--- config.mk ---
export PLATFORM = sky130hd
export DESIGN_NAME = cpu_multicycle
export DESIGN_NICKNAME = d
export VERILOG_FILES = /design/src/rtl/cpu_multicycle.sv
export SDC_FILE = /design/constraint.sdc
export NUM_CORES = 2
export LEC_CHECK = 0
export BUFFER_PORTS_ARGS = -buffer_cell sky130_fd_sc_hd__buf_2
export CORE_MARGIN = 3
export CORE_UTILIZATION = 55
export CTS_CLUSTER_DIAMETER = 200
export DETAILED_ROUTE_END_ITERATION = 16
export PLACE_DENSITY_LB_ADDON = 0.05
export SYNTH_ARGS = -nofsm -noshare
export SYNTH_HDL_FRONTEND = slang
export SYNTH_SLANG_ARGS = --single-unit
--- constraint.sdc ---
create_clock -name clk -period 12.24 [get_ports clk]
set_clock_uncertainty 0.2 [all_clocks]
set_input_delay 0.612 -clock clk [delete_from_list [all_inputs] [get_ports clk]]
set_output_delay 0.612 -clock clk [all_outputs]
set_load 0.05 [all_outputs]
--- src/rtl/cpu_multicycle.sv ---
// ============================================================================
// Module   : cpu_multicycle
// Purpose  : Multicycle RV32I core with req/ack instruction and data buses.
//            The FSM walks FETCH -> EXEC -> (MEM -> (WB)) -> FETCH. Any trap
//            (ecall/ebreak, illegal encoding, misaligned control-flow target,
//            misaligned data access) parks the core in HALT until reset.
// Ports    : clk, reset (sync, active-low)
//            imem_req/imem_addr/imem_ack/imem_rdata  - instruction fetch bus
//            dmem_req/dmem_addr/dmem_wdata/dmem_we/
//            dmem_ack/dmem_rdata                     - data bus
//            retire, halted, trap_cause              - status
//            cycle_cnt, instret_cnt                  - performance counters
// Config   : define CPU_MC_PERF_EN to build the 64-bit cycle/instret
//            counters; otherwise both counter outputs are tied to zero.
// Revision : 1.0 - initial release
// ============================================================================
`default_nettype none

module cpu_multicycle #(
    parameter logic [31:0] RESET_PC = 32'h0000_0000
) (
    input  logic        clk,
    input  logic        reset,
    output logic        imem_req,
    output logic [31:0] imem_addr,
    input  logic        imem_ack,
    input  logic [31:0] imem_rdata,
    output logic        dmem_req,
    output logic [31:0] dmem_addr,
    output logic [31:0] dmem_wdata,
    output logic [3:0]  dmem_we,
    input  logic        dmem_ack,
    input  logic [31:0] dmem_rdata,
    output logic        retire,
    output logic        halted,
    output logic [1:0]  trap_cause,
    output logic [63:0] cycle_cnt,
    output logic [63:0] instret_cnt
);

    localparam logic [2:0] c_st_fetch = 3'd0;
    localparam logic [2:0] c_st_exec  = 3'd1;
    localparam logic [2:0] c_st_mem   = 3'd2;
    localparam logic [2:0] c_st_wb    = 3'd3;
    localparam logic [2:0] c_st_halt  = 3'd4;

    localparam logic [6:0] c_op_lui    = 7'b0110111;
    localparam logic [6:0] c_op_auipc  = 7'b0010111;
    localparam logic [6:0] c_op_jal    = 7'b1101111;
    localparam logic [6:0] c_op_jalr   = 7'b1100111;
    localparam logic [6:0] c_op_branch = 7'b1100011;
    localparam logic [6:0] c_op_load   = 7'b0000011;
    localparam logic [6:0] c_op_store  = 7'b0100011;
    localparam logic [6:0] c_op_imm    = 7'b0010011;
    localparam logic [6:0] c_op_reg    = 7'b0110011;
    localparam logic [6:0] c_op_fence  = 7'b0001111;
    localparam logic [6:0] c_op_system = 7'b1110011;

    localparam logic [1:0] c_cause_env   = 2'd0;
    localparam logic [1:0] c_cause_ill   = 2'd1;
    localparam logic [1:0] c_cause_jmp   = 2'd2;
    localparam logic [1:0] c_cause_data  = 2'd3;

    // ------------------------------------------------------------------
    // State
    // ------------------------------------------------------------------
    logic [2:0]  r_state;
    logic [31:0] r_pc;
    logic [31:0] r_ir;
    logic        r_imem_req;
    logic        r_dmem_req;
    logic [31:0] r_dmem_addr;
    logic [31:0] r_dmem_wdata;
    logic [3:0]  r_dmem_we;
    logic        r_retire;
    logic        r_halted;
    logic [1:0]  r_trap_cause;
    logic [31:0] r_load_data;
    logic [31:0] r_rf [0:31];

    // ------------------------------------------------------------------
    // Decode
    // ------------------------------------------------------------------
    logic [6:0]  w_opcode;
    logic [4:0]  w_rd, w_rs1, w_rs2;
    logic [2:0]  w_funct3;
    logic [6:0]  w_funct7;
    logic [31:0] w_imm_i, w_imm_s, w_imm_b, w_imm_u, w_imm_j;
    logic [31:0] w_rs1_val, w_rs2_val;

    assign w_opcode = r_ir[6:0];
    assign w_rd     = r_ir[11:7];
    assign w_funct3 = r_ir[14:12];
    assign w_rs1    = r_ir[19:15];
    assign w_rs2    = r_ir[24:20];
    assign w_funct7 = r_ir[31:25];

    assign w_imm_i = {{20{r_ir[31]}}, r_ir[31:20]};
    assign w_imm_s = {{20{r_ir[31]}}, r_ir[31:25], r_ir[11:7]};
    assign w_imm_b = {{19{r_ir[31]}}, r_ir[31], r_ir[7], r_ir[30:25], r_ir[11:8], 1'b0};
    assign w_imm_u = {r_ir[31:12], 12'b0};
    assign w_imm_j = {{11{r_ir[31]}}, r_ir[31], r_ir[19:12], r_ir[20], r_ir[30:21], 1'b0};

    assign w_rs1_val = (w_rs1 == 5'd0) ? 32'd0 : r_rf[w_rs1];
    assign w_rs2_val = (w_rs2 == 5'd0) ? 32'd0 : r_rf[w_rs2];

    logic w_legal;
    logic w_env;

    // ecall and ebreak are the only SYSTEM encodings supported; CSR ops are illegal.
    assign w_env = (r_ir == 32'h0000_0073) || (r_ir == 32'h0010_0073);

    always_comb begin
        w_legal = 1'b0;
        case (w_opcode)
            c_op_lui, c_op_auipc, c_op_jal: w_legal = 1'b1;
            c_op_jalr:   w_legal = (w_funct3 == 3'b000);
            c_op_branch: w_legal = (w_funct3[2:1] != 2'b01);
            c_op_load:   w_legal = (w_funct3 != 3'b011) && (w_funct3[2:1] != 2'b11);
            c_op_store:  w_legal = !w_funct3[2] && (w_funct3 != 3'b011);
            c_op_imm: begin
                if (w_funct3 == 3'b001)
                    w_legal = (w_funct7 == 7'b0000000);
                else if (w_funct3 == 3'b101)
                    w_legal = (w_funct7 == 7'b0000000) || (w_funct7 == 7'b0100000);
                else
                    w_legal = 1'b1;
            end
            c_op_reg: w_legal = (w_funct7 == 7'b0000000) ||
                                ((w_funct7 == 7'b0100000) &&
                                 ((w_funct3 == 3'b000) || (w_funct3 == 3'b101)));
            c_op_fence:  w_legal = (w_funct3 == 3'b000);
            c_op_system: w_legal = w_env;
            default:     w_legal = 1'b0;
        endcase
    end

    // ------------------------------------------------------------------
    // ALU (register or I-type operand)
    // ------------------------------------------------------------------
    logic [31:0] w_alu_b;
    logic [31:0] w_alu_res;
    logic [4:0]  w_shamt;

    assign w_alu_b = (w_opcode == c_op_reg) ? w_rs2_val : w_imm_i;
    assign w_shamt = w_alu_b[4:0];

    always_comb begin
        w_alu_res = 32'd0;
        case (w_funct3)
            // ir[30] selects SUB only for register ops; for ADDI it is immediate data.
            3'b000: w_alu_res = ((w_opcode == c_op_reg) && r_ir[30]) ?
                                w_rs1_val - w_alu_b : w_rs1_val + w_alu_b;
            3'b001: w_alu_res = w_rs1_val << w_shamt;
            3'b010: w_alu_res = {31'd0, $signed(w_rs1_val) < $signed(w_alu_b)};
            3'b011: w_alu_res = {31'd0, w_rs1_val < w_alu_b};
            3'b100: w_alu_res = w_rs1_val ^ w_alu_b;
            3'b101: w_alu_res = r_ir[30] ? $unsigned($signed(w_rs1_val) >>> w_shamt)
                                         : w_rs1_val >> w_shamt;
            3'b110: w_alu_res = w_rs1_val | w_alu_b;
            default: w_alu_res = w_rs1_val & w_alu_b;
        endcase
    end

    // ------------------------------------------------------------------
    // Branch resolution and next PC
    // ------------------------------------------------------------------
    logic        w_br_cond;
    logic        w_take;
    logic [31:0] w_target;
    logic        w_target_bad;
    logic [31:0] w_pc_plus4;
    logic [31:0] w_next_pc;

    always_comb begin
        w_br_cond = 1'b0;
        case (w_funct3)
            3'b000: w_br_cond = (w_rs1_val == w_rs2_val);
            3'b001: w_br_cond = (w_rs1_val != w_rs2_val);
            3'b100: w_br_cond = ($signed(w_rs1_val) <  $signed(w_rs2_val));
            3'b101: w_br_cond = ($signed(w_rs1_val) >= $signed(w_rs2_val));
            3'b110: w_br_cond = (w_rs1_val <  w_rs2_val);
            3'b111: w_br_cond = (w_rs1_val >= w_rs2_val);
            default: w_br_cond = 1'b0;
        endcase
    end

    assign w_take = (w_opcode == c_op_jal) || (w_opcode == c_op_jalr) ||
                    ((w_opcode == c_op_branch) && w_br_cond);
    assign w_target = (w_opcode == c_op_jalr) ? ((w_rs1_val + w_imm_i) & ~32'd1) :
                      (r_pc + ((w_opcode == c_op_jal) ? w_imm_j : w_imm_b));
    assign w_target_bad = w_take && (w_target[1:0] != 2'b00);
    assign w_pc_plus4   = r_pc + 32'd4;
    assign w_next_pc    = w_take ? w_target : w_pc_plus4;

    // ------------------------------------------------------------------
    // Register write value for instructions completing in EXEC
    // ------------------------------------------------------------------
    logic [31:0] w_exec_wdata;
    logic        w_exec_writes;

    always_comb begin
        w_exec_wdata = w_alu_res;
        case (w_opcode)
            c_op_lui:             w_exec_wdata = w_imm_u;
            c_op_auipc:           w_exec_wdata = r_pc + w_imm_u;
            c_op_jal, c_op_jalr:  w_exec_wdata = w_pc_plus4;
            default:              w_exec_wdata = w_alu_res;
        endcase
    end

    assign w_exec_writes = (w_opcode == c_op_lui) || (w_opcode == c_op_auipc) ||
                           (w_opcode == c_op_jal) || (w_opcode == c_op_jalr) ||
                           (w_opcode == c_op_imm) || (w_opcode == c_op_reg);

    // ------------------------------------------------------------------
    // Load/store address, alignment, lanes
    // ------------------------------------------------------------------
    logic        w_is_store;
    logic        w_is_mem;
    logic [31:0] w_mem_addr;
    logic        w_mem_mis;
    logic [31:0] w_st_data;
    logic [3:0]  w_st_we;

    assign w_is_store = (w_opcode == c_op_store);
    assign w_is_mem   = w_is_store || (w_opcode == c_op_load);
    assign w_mem_addr = w_rs1_val + (w_is_store ? w_imm_s : w_imm_i);
    assign w_mem_mis  = ((w_funct3[1:0] == 2'b10) && (w_mem_addr[1:0] != 2'b00)) ||
                        ((w_funct3[1:0] == 2'b01) && w_mem_addr[0]);

    always_comb begin
        case (w_funct3[1:0])
            2'b00: begin
                w_st_data = {4{w_rs2_val[7:0]}};
                w_st_we   = 4'b0001 << w_mem_addr[1:0];
            end
            2'b01: begin
                w_st_data = {2{w_rs2_val[15:0]}};
                w_st_we   = w_mem_addr[1] ? 4'b1100 : 4'b0011;
            end
            default: begin
                w_st_data = w_rs2_val;
                w_st_we   = 4'b1111;
            end
        endcase
    end

    // Load extraction from the word latched in MEM.
    logic [31:0] w_ld_shift;
    logic [31:0] w_load_val;

    assign w_ld_shift = r_load_data >> {r_dmem_addr[1:0], 3'b000};

    always_comb begin
        case (w_funct3)
            3'b000:  w_load_val = {{24{w_ld_shift[7]}},  w_ld_shift[7:0]};
            3'b001:  w_load_val = {{16{w_ld_shift[15]}}, w_ld_shift[15:0]};
            3'b100:  w_load_val = {24'd0, w_ld_shift[7:0]};
            3'b101:  w_load_val = {16'd0, w_ld_shift[15:0]};
            default: w_load_val = w_ld_shift;
        endcase
    end

    // EXEC completes in place only for legal, non-trapping, non-memory ops.
    logic w_exec_done;
    assign w_exec_done = (r_state == c_st_exec) && w_legal && !w_env &&
                         !w_target_bad && !w_is_mem;

    // ------------------------------------------------------------------
    // Main FSM
    // ------------------------------------------------------------------
    always_ff @(posedge clk) begin
        if (!reset) begin
            r_state      <= c_st_fetch;
            r_pc         <= RESET_PC;
            r_ir         <= 32'd0;
            r_imem_req   <= 1'b0;
            r_dmem_req   <= 1'b0;
            r_dmem_addr  <= 32'd0;
            r_dmem_wdata <= 32'd0;
            r_dmem_we    <= 4'd0;
            r_retire     <= 1'b0;
            r_halted     <= 1'b0;
            r_trap_cause <= 2'd0;
            r_load_data  <= 32'd0;
        end else begin
            r_retire <= 1'b0;
            case (r_state)
                c_st_fetch: begin
                    // Only the first fetch after reset arrives here with req low;
                    // every other entry into FETCH raises req on the same edge.
                    if (!r_imem_req) begin
                        r_imem_req <= 1'b1;
                    end else if (imem_ack) begin
                        r_ir       <= imem_rdata;
                        r_imem_req <= 1'b0;
                        r_state    <= c_st_exec;
                    end
                end
                c_st_exec: begin
                    if (!w_legal) begin
                        r_halted     <= 1'b1;
                        r_trap_cause <= c_cause_ill;
                        r_state      <= c_st_halt;
                    end else if (w_env) begin
                        r_halted     <= 1'b1;
                        r_trap_cause <= c_cause_env;
                        r_state      <= c_st_halt;
                    end else if (w_target_bad) begin
                        r_halted     <= 1'b1;
                        r_trap_cause <= c_cause_jmp;
                        r_state      <= c_st_halt;
                    end else if (w_is_mem) begin
                        if (w_mem_mis) begin
                            r_halted     <= 1'b1;
                            r_trap_cause <= c_cause_data;
                            r_state      <= c_st_halt;
                        end else begin
                            r_dmem_req   <= 1'b1;
                            r_dmem_addr  <= w_mem_addr;
                            r_dmem_wdata <= w_st_data;
                            r_dmem_we    <= w_is_store ? w_st_we : 4'd0;
                            r_state      <= c_st_mem;
                        end
                    end else begin
                        r_pc       <= w_next_pc;
                        r_retire   <= 1'b1;
                        r_imem_req <= 1'b1;
                        r_state    <= c_st_fetch;
                    end
                end
                c_st_mem: begin
                    if (r_dmem_req && dmem_ack) begin
                        r_dmem_req <= 1'b0;
                        r_dmem_we  <= 4'd0;
                        if (w_is_store) begin
                            r_pc       <= w_pc_plus4;
                            r_retire   <= 1'b1;
                            r_imem_req <= 1'b1;
                            r_state    <= c_st_fetch;
                        end else begin
                            r_load_data <= dmem_rdata;
                            r_state     <= c_st_wb;
                        end
                    end
                end
                c_st_wb: begin
                    r_pc       <= w_pc_plus4;
                    r_retire   <= 1'b1;
                    r_imem_req <= 1'b1;
                    r_state    <= c_st_fetch;
                end
                c_st_halt: begin
                    r_state <= c_st_halt;
                end
                default: begin
                    r_halted     <= 1'b1;
                    r_trap_cause <= c_cause_ill;
                    r_state      <= c_st_halt;
                end
            endcase
        end
    end

    // Register file: contents survive reset, writes are blocked while in reset.
    logic        w_rf_we;
    logic [31:0] w_rf_wdata;

    assign w_rf_we    = (w_exec_done && w_exec_writes) || (r_state == c_st_wb);
    assign w_rf_wdata = (r_state == c_st_wb) ? w_load_val : w_exec_wdata;

    always_ff @(posedge clk) begin
        if (reset && w_rf_we && (w_rd != 5'd0)) begin
            r_rf[w_rd] <= w_rf_wdata;
        end
    end

    // ------------------------------------------------------------------
    // Performance counters
    // ------------------------------------------------------------------
`ifdef CPU_MC_PERF_EN
    logic [63:0] r_cycle_cnt;
    logic [63:0] r_instret_cnt;

    always_ff @(posedge clk) begin
        if (!reset) begin
            r_cycle_cnt   <= 64'd0;
            r_instret_cnt <= 64'd0;
        end else begin
            r_cycle_cnt <= r_cycle_cnt + 64'd1;
            if (r_retire) begin
                r_instret_cnt <= r_instret_cnt + 64'd1;
            end
        end
    end

    assign cycle_cnt   = r_cycle_cnt;
    assign instret_cnt = r_instret_cnt;
`else
    assign cycle_cnt   = 64'd0;
    assign instret_cnt = 64'd0;
`endif

    assign imem_req   = r_imem_req;
    assign imem_addr  = r_pc;
    assign dmem_req   = r_dmem_req;
    assign dmem_addr  = r_dmem_addr;
    assign dmem_wdata = r_dmem_wdata;
    assign dmem_we    = r_dmem_we;
    assign retire     = r_retire;
    assign halted     = r_halted;
    assign trap_cause = r_trap_cause;

endmodule

`default_nettype wire

==> flow_summary.yaml <==
critical_path:
  rrSetupSlack_ns: 2.90
  cp-end-kind: "register"
  slowest_delay_ns: 0.86
  required_ns: 12.41
  critPathSlowestCell: "nor4_1"
  cp-start-kind: "register"
  crit_type: "register to register"
  cp.arrival_ns: 9.51
  endpoint: "r_rf[9][26]"
  reg2reg_depth: 18
  path_max_fanout: 76
  cp_cell_sequence: "buf_12, mux4_2, mux4_2, mux2i_1, nor2_1, ha_1, and4_1, nand4_1, nor4_1, and3_1, nand4_1, a2111oi_4, nand3_1, and3_1, o21a_1, or3b_1, nor2_4, buf_4"
  r2r_end: "r_rf[9][26]"
routing:
  wl_per_cell_um: 35.7
  vias: 55200
  vias_per_cell: 7.04
  routed_wirelength_um: 280000
  ant_nets: 0
  drtIter0Drc: 7571
  drc: 0
  first_pass_iters: 8
floorplanning:
  coreArea_um2: 129000
  core.rowCount: 131
  die_h_um: 367
  die_x_um: 367
  start_util_pct: 55.8
  die_area_um2: 135000
  ios: 302
clock_tree:
  clock_latency_ns: 0.79
  path_clk_slew_ns: 0.07
  h-tree-depth: 3
  cts-root-buf: "clkbuf_16"
  hold_buffers: 63
  post_cts_buffers: 0
  cts_tree: "yes"
  cts.sinks: 1207
  cts_max_path_buffers: 3
  numCtsBuffers: 121
  cts_resized: 0
timing:
  relSlewSlack_pct: -0.628
  holdWs_ns: 0.155
  setup_viol: 0
  finalCriticalPeriod_ns: 9.34
  rsz0062_at_grt: "no"
  hold_viol: 0
  fmax_ghz: 0.107
  min_period_over_period_pct: 76.3
  fin_setup_tns_ns: 0
  tightestPinTransition_ns: 1.50
  slew_violations: 1
logic_synthesis:
  synth.area.top_cells: "edfxtp_1 (43%), mux4_2 (20%), dfxtp_1 (5.1%)"
  synth_cell_types: 94
  synth.yosys.warnings: 0
  synth-edff-count: 1024
  ys_ff_latch: 1207
  yosys_most_used_dff: "edfxtp_1"
  postSynthAreaPerCell_um2: 12.3
  synthCells: 5837
  async_reset_ff_share_pct: 0
  synth_top_cell_by_area: "edfxtp_1"
  mappedNetlistArea_um2: 71800
  ys_seq_area_share_pct: 47.9
  synth_top_cell_area_share_pct: 42.8
run:
  maxCapViolCount: 1
pwr:
  p_comb_share_pct: 32.0
  seq_power_share_pct: 38.7
  swShare_pct: 35.6
  ir_worst_vdd_uv: 150
  p_per_area_nw_per_um2: 163
  totalPowerFinal_mw: 13.0
  p_switching_mw: 4.61
  p_leak_nw: 26.9
  power.internal_mw: 8.34
  clkPwrFrac_pct: 29.3
layout:
  nets: 6288
  drive_gt1_share_pct: 21.8
  multi_input_area_um2: 35400
  areaGrowthSynthToFinish_pct: 10.8
  fin_area_um2: 79600
  seq_area_um2: 34400
  nFillCells: 10000
worst_hold_path:
  hp-class: "input pin to register"
global_routing:
  grtUsageTotal_pct: 41.0
  gr-total-overflow: 0
  grt_pass1_vias: 53400
  grt_pass1_wl_um: 395000
  grt_start_max_net_pins: 103
  grt_antenna_before_repair: 7
placed_design:
  io_buffers: 173
  gp_congestion: 1.04
  dp_hpwl_um: 191000
  placedInstanceArea_um2: 74900
run_status:
  status: "finished, violations left"
  violations: "capacitance limit, slew limit"
## worst max-delay path: cells and delay by family (launching register included)
kind,cells,cell delay (ns)
muxes,3,1.56
and+or+nand+nor,10,3.94
AOI/OAI and AO/OA,2,0.76
DFF,1,0.81
buffers and inverters,2,1.08
adders and majority gates,1,0.36
## routing by layer
metal  vias to the layer above  wire [µm]  GRT usage (%)
met5                         -         88              0
met4                        12      21000           24.7
met3                       822      32900           9.62
met2                      3976     123000           61.3
met1                     27700     103000           55.0
li1                      22700          -              -
## layout make-up
class,instances,area share (%)
Multi-Input combinational cell,4116,44.5
Timing Repair Buffer,417,3.76
Tap cell,1729,2.72
Sequential cell,1207,43.3
Clock inverter,79,1.13
Antenna cell,3,0.00943
Inverter,139,0.662
Clock buffer,145,3.95
## metrics by stage
step	utilization (%)	instances	setup slack [ns]
2_1_floorplan	-	5996	3.78
3_3_place_gp	58.2	7545	3.21
3_5_place_dp	58.2	7545	3.10
4_1_cts	61.9	7832	3.03
5_1_grt	61.9	7832	2.53
6_report	61.9	7835	2.90
## flip-flops by register name (all words and copies together) (netlist names), 3 cells and up, named ones only
register / cells
dmem_addr: 32
dmem_wdata: 32
dmem_we: 4
imem_addr: 32
r_ir: 32
r_load_data: 32
r_rf: 1024
r_state: 3
## kinds of logic after synthesis
group                    Yosys count  share of synthesized area (%)
XOR/XNOR                         135                           1.65
AO/OA/AOI/OAI                   1330                           11.4
AND/OR/NAND/NOR                 1516                           9.15
adder cells (fa/ha/maj)          220                           3.89
flip-flops                      1207                           47.9
buffers and inverters            673                           4.39
other                              1                        0.00522
multiplexers                     755                           21.6
## power by group through the flow
stage	clock, mW	combinational, mW	sequential (mW)
2_1_floorplan	0	2.43	5.06
3_3_place_gp	0	3.95	5.09
3_5_place_dp	0	3.96	5.10
4_1_cts	3.84	3.99	5.01
5_1_grt	4.01	4.30	5.02
6_report	3.80	4.14	5.01
## cells in the mapped netlist, types with 50 or more instances
cell	number
a211oi_1	64
a21o_1	68
a21oi_1	503
buf_1	63
buf_2	50
buf_4	143
clkbuf_1	274
dfxtp_1	183
edfxtp_1	1024
ha_1	212
inv_1	133
mux2i_1	97
mux4_2	633
nand2_1	669
nand3_1	81
nor2_1	433
nor3_1	101
o21ai_0	297
xnor2_1	101
## cells in the final DEF (no fill, tap or decap), types with 38 or more instances in the layout
cell type and n:
edfxtp_1 1024, nand2_1 669, mux4_2 633, a21oi_1 497, nor2_1 394, o21ai_0 292
ha_1 212, buf_2 173, dfxtp_1 170, buf_4 170, conb_1 160, inv_1 132
clkbuf_16 121, xnor2_1 101, nor3_1 100, mux2i_1 96, nand3_1 80, a21o_1 68
dlygate4sd3_1 63, a211oi_1 58, o21bai_1 44, o211ai_1 44, nand2b_1 38
## how the worst min path moves through the flow
| stage | startpoint | to | slack (ns) | cells after the start |
|---|---|---|---|---|
| final | imem_rdata[4] | r_ir[4] | 0.16 | 3 |
| after global routing | imem_rdata[4] | r_ir[4] | 0.12 | 3 |
| after CTS | imem_rdata[4] | r_ir[4] | 0.07 | 3 |
| after detailed placement | dmem_addr[19] | dmem_addr[19] | 0.24 | 2 |
| after global placement | dmem_addr[30] | dmem_addr[30] | 0.24 | 2 |
| after floorplan | r_load_data[0] | r_load_data[0] | 0.23 | 2 |
No activity file was read; power rests on OpenSTA's default activity.
